<file path="config.mk">
export PLATFORM = sky130hd
export DESIGN_NAME = fetch_unit_flat
export DESIGN_NICKNAME = d
export VERILOG_FILES = /design/src/rtl/chronos_pkg.sv /design/src/rtl/fetch_unit_if.sv /design/src/rtl/fetch_fifo.sv /design/src/rtl/fetch_unit.sv /design/src/flat_wrapper.sv
export SDC_FILE = /design/constraint.sdc
export NUM_CORES = 1
export LEC_CHECK = 0
export ABC_CLOCK_PERIOD_IN_PS = 3600
export BUFFER_PORTS_ARGS = -buffer_cell sky130_fd_sc_hd__buf_2
export CELL_PAD_IN_SITES_DETAIL_PLACEMENT = 1
export CELL_PAD_IN_SITES_GLOBAL_PLACEMENT = 1
export CORE_UTILIZATION = 40
export CTS_BUF_LIST = sky130_fd_sc_hd__clkbuf_4 sky130_fd_sc_hd__clkbuf_8
export DETAILED_ROUTE_END_ITERATION = 10
export PLACE_DENSITY = 0.74
export SYNTH_ARGS = -nofsm -noshare
export SYNTH_HDL_FRONTEND = slang
export SYNTH_HIERARCHICAL = 1
export SYNTH_SLANG_ARGS = --single-unit
</file>
<file path="constraint.sdc">
create_clock -name clk -period 3.6 [get_ports clk]
set_clock_uncertainty 0.05 [all_clocks]
set_input_delay 0.54 -clock clk [delete_from_list [all_inputs] [get_ports clk]]
set_output_delay 0.54 -clock clk [all_outputs]
set_load 0.03 [all_outputs]
</file>
<file path="src/rtl/chronos_pkg.sv">
// Shared constants for the front end: architectural defaults and the canonical NOP.
package chronos_pkg;
  localparam int          XLEN_DEF     = 32;
  localparam logic [31:0] RESET_PC_DEF = 32'h0000_0000;
  localparam logic [31:0] NOP_INST     = 32'h0000_0013;  // addi x0,x0,0
endpackage

</file>
<file path="src/rtl/fetch_unit_if.sv">
// Fetch-side bundle: instruction memory request/response, redirect, and decode handoff.
interface fetch_unit_if
  import chronos_pkg::*;
#(
  parameter int XLEN = XLEN_DEF
);
  logic            imem_req;
  logic [XLEN-1:0] imem_addr;
  logic            imem_ready;
  logic            imem_rvalid;
  logic [31:0]     imem_rdata;
  logic            redirect;
  logic [XLEN-1:0] redirect_pc;
  logic            id_ready;
  logic            id_valid;
  logic [31:0]     id_inst;
  logic [XLEN-1:0] id_pc;

  modport master (
    output imem_req, imem_addr, id_valid, id_inst, id_pc,
    input  imem_ready, imem_rvalid, imem_rdata, redirect, redirect_pc, id_ready
  );

  modport slave (
    input  imem_req, imem_addr, id_valid, id_inst, id_pc,
    output imem_ready, imem_rvalid, imem_rdata, redirect, redirect_pc, id_ready
  );
endinterface

</file>
<file path="src/rtl/fetch_fifo.sv">
// Synchronous FIFO with single-cycle flush; head word is visible combinationally.
module fetch_fifo #(
  parameter int W     = 64,
  parameter int DEPTH = 4,
  localparam int AW   = $clog2(DEPTH),
  localparam int CW   = AW + 1
) (
  input  logic          clk,
  input  logic          rst,
  input  logic          flush,
  input  logic          push,
  input  logic [W-1:0]  din,
  input  logic          pop,
  output logic [W-1:0]  dout,
  output logic          full,
  output logic          empty,
  output logic [CW-1:0] count
);
  logic [W-1:0]  mem [DEPTH];
  logic [AW-1:0] wr_ptr, rd_ptr;
  logic          do_push, do_pop;

  assign full    = (count == CW'(DEPTH));
  assign empty   = (count == '0);
  assign do_push = push && !full;
  assign do_pop  = pop && !empty;
  assign dout    = mem[rd_ptr];

  always_ff @(posedge clk) begin
    if (rst || flush) begin
      wr_ptr <= '0;
      rd_ptr <= '0;
      count  <= '0;
    end else begin
      if (do_push) begin
        mem[wr_ptr] <= din;
        wr_ptr      <= wr_ptr + AW'(1);
      end
      if (do_pop) rd_ptr <= rd_ptr + AW'(1);
      count <= count + CW'(do_push) - CW'(do_pop);
    end
  end
endmodule

</file>
<file path="src/rtl/fetch_unit.sv">
// Instruction fetch: credit-limited request issue, in-order response capture into a
// queue, and kill-and-redirect that drops responses still owed to the old path.
module fetch_unit
  import chronos_pkg::*;
#(
  parameter int              XLEN     = XLEN_DEF,
  parameter logic [XLEN-1:0] RESET_PC = XLEN'(RESET_PC_DEF),
  parameter int              QDEPTH   = 4
) (
  input logic          clk,
  input logic          rst,
  fetch_unit_if.master bus
);
  localparam int CW = $clog2(QDEPTH) + 1;
  localparam int EW = XLEN + 32;

  logic [XLEN-1:0] pc, resp_pc, redir_pc;
  logic [CW-1:0]   inflight, drop_cnt, count;
  logic [CW:0]     credit_used;
  logic            full, empty, accept, resp_ok, push, pop;
  logic [EW-1:0]   head;

  assign redir_pc    = {bus.redirect_pc[XLEN-1:2], 2'b00};
  assign credit_used = {1'b0, count} + {1'b0, inflight};

  // Every outstanding request owns a queue slot, so a response can always be pushed.
  assign bus.imem_req  = !rst && !bus.redirect && !full && (credit_used < (CW+1)'(QDEPTH));
  assign bus.imem_addr = pc;
  assign accept        = bus.imem_req && bus.imem_ready;

  // A response with nothing outstanding is a protocol violation and is ignored.
  assign resp_ok = !rst && bus.imem_rvalid && (inflight != '0);
  assign push    = resp_ok && !bus.redirect && (drop_cnt == '0);
  assign pop     = !rst && !bus.redirect && !empty && bus.id_ready;

  always_ff @(posedge clk) begin
    if (rst) begin
      pc       <= RESET_PC;
      resp_pc  <= RESET_PC;
      inflight <= '0;
      drop_cnt <= '0;
    end else if (bus.redirect) begin
      // Everything still owed belongs to the killed path; a response landing now is dropped.
      pc       <= redir_pc;
      resp_pc  <= redir_pc;
      inflight <= inflight - CW'(resp_ok);
      drop_cnt <= inflight - CW'(resp_ok);
    end else begin
      if (accept) pc <= pc + XLEN'(4);
      if (push) resp_pc <= resp_pc + XLEN'(4);
      inflight <= inflight + CW'(accept) - CW'(resp_ok);
      if (resp_ok && drop_cnt != '0) drop_cnt <= drop_cnt - CW'(1);
    end
  end

  fetch_fifo #(.W(EW), .DEPTH(QDEPTH)) u_fifo (
    .clk   (clk),
    .rst   (rst),
    .flush (bus.redirect),
    .push  (push),
    .din   ({resp_pc, bus.imem_rdata}),
    .pop   (pop),
    .dout  (head),
    .full  (full),
    .empty (empty),
    .count (count)
  );

  assign bus.id_valid = !empty;
  assign bus.id_inst  = empty ? NOP_INST : head[31:0];
  assign bus.id_pc    = head[EW-1:32];
endmodule

</file>
<file path="src/flat_wrapper.sv">
// flat-port wrapper written by rule: the top's interface ports become plain ports
module fetch_unit_flat import chronos_pkg::*;
#(
  parameter int              XLEN     = XLEN_DEF,
  parameter logic [XLEN-1:0] RESET_PC = XLEN'(RESET_PC_DEF),
  parameter int              QDEPTH   = 4
)
  (clk, rst, bus_imem_req, bus_imem_addr, bus_id_valid, bus_id_inst, bus_id_pc, bus_imem_ready, bus_imem_rvalid, bus_imem_rdata, bus_redirect, bus_redirect_pc, bus_id_ready);
  fetch_unit_if #(.XLEN(XLEN)) bus_i ();
  input logic clk;
  input logic rst;
  output wire logic [$bits(bus_i.imem_req)-1:0] bus_imem_req;
  output wire logic [$bits(bus_i.imem_addr)-1:0] bus_imem_addr;
  output wire logic [$bits(bus_i.id_valid)-1:0] bus_id_valid;
  output wire logic [$bits(bus_i.id_inst)-1:0] bus_id_inst;
  output wire logic [$bits(bus_i.id_pc)-1:0] bus_id_pc;
  input wire logic [$bits(bus_i.imem_ready)-1:0] bus_imem_ready;
  input wire logic [$bits(bus_i.imem_rvalid)-1:0] bus_imem_rvalid;
  input wire logic [$bits(bus_i.imem_rdata)-1:0] bus_imem_rdata;
  input wire logic [$bits(bus_i.redirect)-1:0] bus_redirect;
  input wire logic [$bits(bus_i.redirect_pc)-1:0] bus_redirect_pc;
  input wire logic [$bits(bus_i.id_ready)-1:0] bus_id_ready;
  assign bus_imem_req = bus_i.imem_req;
  assign bus_imem_addr = bus_i.imem_addr;
  assign bus_id_valid = bus_i.id_valid;
  assign bus_id_inst = bus_i.id_inst;
  assign bus_id_pc = bus_i.id_pc;
  assign bus_i.imem_ready = bus_imem_ready;
  assign bus_i.imem_rvalid = bus_imem_rvalid;
  assign bus_i.imem_rdata = bus_imem_rdata;
  assign bus_i.redirect = bus_redirect;
  assign bus_i.redirect_pc = bus_redirect_pc;
  assign bus_i.id_ready = bus_id_ready;
  fetch_unit #(.XLEN(XLEN), .RESET_PC(RESET_PC), .QDEPTH(QDEPTH)) u_core (.clk(clk), .rst(rst), .bus(bus_i));
endmodule
</file>
==> results.cfg <==
[outcome]
status = finished, final reports clean

[synth]
ys.flop_type = edfxtp_1
synth-edff-count = 256
synthTopCellsByCount = edfxtp_1 (256), dfxtp_1 (75), mux4_2 (60)
netlist_instances = 911
yosysTopAreaCellShare_pct = 55.35
postSynthAreaPerCell_sq_um = 15.25
yosysTopAreaCell = edfxtp_1
ys_seq_area_share_pct = 66.16
yosysWarnings = 6
netlist_area_sq_mm = 0.01389
yosys.cell_count.top_type = edfxtp_1
synth_cell_type_count = 63
async_reset_ff_share_pct = 0
ys_ff_latch = 331
synthTopCellsByArea = edfxtp_1 (55%), dfxtp_1 (11%), mux4_2 (9.7%)

[timing]
relSlewSlack_pct = 27.79
slew_viol_final = 0
tns_ps = 0
holdWs_ps = 109.3
fin_crit_sh_pct = 85.56
finalWorstSetupSlack_ps = 519.7
rsz0062_at_grt = no
hold_viol = 0
tightest_slew_ps = 1079
setup_violations = 0
min_period_ps = 3080
fmax_mhz = 324.6

[placed_design]
preCtsSetupSlack_ps = 363.9
finalWeightedCongestion = 0.7914
dp_hpwl_mm = 22.12
io_buffers = 163

[routing]
drcViolationCount = 0
ant_nets = 0
drt-pass1-iter-count = 4
drt_iter0_drc = 474
vias = 8555
totalWireLength_mm = 32.89
viasPerCell = 5.350
wl_per_cell_microns = 20.57

[final_layout]
n_antenna_cell = 0
area_growth_pct = 17.33
num-fill-cells = 3475
layout-drive-gt1-share_pct = 29.97
final_nets = 1199

[floorplanning]
start_util_pct = 41.01
die_y_microns = 188.3
std_cell_rows = 67
core-area_sq_mm = 0.03387
dieArea_sq_mm = 0.03547
die_w_microns = 188.3
io_pins = 168

[critical_path]
cp.required_ps = 4010
worst_setup_path_start_kind = register
cpPeakStageDelay_ps = 380
cp-end-kind = register
crit_chain = inv_1 > ha_1 > and4bb_4 > nand2_1 > nor2_1 > inv_1 > nor2_1 > inv_1 > ha_1 > inv_1 > ha_1 > fa_1 > xnor2_1 > xnor2_1 > nor3_1
worst-setup-path-type = reg -> reg
cpMostUsedCell = inv_1
crit_arrival_ps = 3490
critPathMaxFanout = 7
cp_slowest_cell = fa_1

[cts]
htree_num_levels = 2
hold_buffers = 0
root_buffer = clkbuf_8
clock-sinks = 331
cts_setup_buffers = 0
clk_path_buf_depth = 3
clk_latency_ps = 580
clk_pin_slew_ps = 60
cts_resized = 0
numCtsBuffers = 52
cts_tree = yes

[worst_hold_path]
min_path_type = in -> reg

[grt]
grt_pass1_vias = 9057
grt.overflow.total = 0
grt_max_degree = 74
antenna_found_initial = 0
grt_pass1_wl_mm = 51.41
grt_usage_pct = 18.75

[power]
powerDensity_mw_per_mm2 = 483.0
irDropWorstVdd_uv = 297.5
p_leak_uw = 0.005547

[flow_run]
drv_cap = 0
through the flow:
stage / instances / util (%) / power [uW] / area [sq um]
2_1_floorplan: 920 / - / 4642 / 13930
3_3_place_gp: 1505 / 45.09 / 4810 / 15270
3_5_place_dp: 1505 / 45.09 / 4832 / 15270
4_1_cts: 1599 / 48.12 / 7973 / 16300
5_1_grt: 1599 / 48.12 / 8208 / 16300
6_report: 1599 / 48.12 / 7871 / 16300
worst max-delay path, delay by kind of cell, from the launching register on:
family                     cells  cell delay [ps]
xor gates and xnor gates       2              320
adders and majority gates      4             1040
buffers and inverters          4              330
DFF                            1              300
and+or+nand+nor                5              920
per-layer routing:
| metal | GRT usage [%] | share of wire [%] |
|---|---|---|
| met5 | 0 | 0 |
| met4 | 4.032 | 1.4 |
| met3 | 3.781 | 5.6 |
| met2 | 30.97 | 48 |
| met1 | 25.67 | 45 |
logic make-up after synthesis:
group / after synthesis / share of synthesized area, %
buffers and inverters: 74 / 2.991
AOI/OAI and AO/OA: 120 / 5.667
other: 1 / 0.02700
muxes: 69 / 10.85
adders and majority gates: 18 / 1.730
xor gates and xnor gates: 35 / 2.207
DFF: 331 / 66.16
and+or+nand+nor: 263 / 10.37
sequential cells by signal, indices dropped and copies added, names as in the netlist, named ones only:
| register | count |
|---|---|
| u_core/u_fifo/mem | 256 |
| u_core/bus.imem_addr | 30 |
| u_core/u_fifo/wr_ptr | 2 |
| u_core/drop_cnt | 3 |
| u_core/u_fifo/rd_ptr | 2 |
| u_core/inflight | 3 |
| u_core/u_fifo/count | 3 |
| u_core/resp_pc | 30 |
where the power goes:
part | total [uW] | switching (uW) | internal (uW) | leakage [uW]
logic | 461 | 294 | 167 | 0.00207
clock network | 3120 | 1460 | 1660 | 0.000536
registers | 4290 | 107 | 4180 | 0.00294
total | 7870 | 1860 | 6010 | 0.00555
cell usage in the layout (no fill, tap or decap), types with 10 or more instances in the layout:
cell,count
a211oi_1,20
conb_1,10
edfxtp_1,256
or3_1,14
xnor2_1,24
nand4_1,19
nand2_1,45
clkbuf_8,56
inv_1,24
xor2_1,11
buf_4,12
dfxtp_1,73
o21ai_0,22
nor2_1,49
ha_1,16
nand3_1,29
buf_2,163
mux4_2,60
a21oi_1,23
clkbuf_4,14
nor2b_1,31
clkinv_1,17
a31oi_1,21
nor3_1,22
cell type report:
class	instances	area, sq um	share of cell area, %
Inverter	27	101.3	0.6219
Clock buffer	70	875.8	5.375
Timing Repair Buffer	184	1086	6.665
Multi-Input combinational cell	515	4328	26.56
Tap cell	448	560.5	3.440
Clock inverter	24	150.1	0.9214
Sequential cell	331	9194	56.42
path summary, 6_finish.rpt:
check	startpoint	endpoint	slack [ps]	depth (start not counted)
setup / recovery	u_core/drop_cnt[0]	u_core/u_fifo/count[2]	520	15
setup reg to reg	u_core/drop_cnt[0]	u_core/u_fifo/count[2]	520	15
hold / removal	bus_imem_rdata[20]	u_core/u_fifo/mem[1][20]	110	1
hold reg to reg	u_core/u_fifo/rd_ptr[0]	register	440	2
Note: power is estimated with default switching activity, not from simulation.
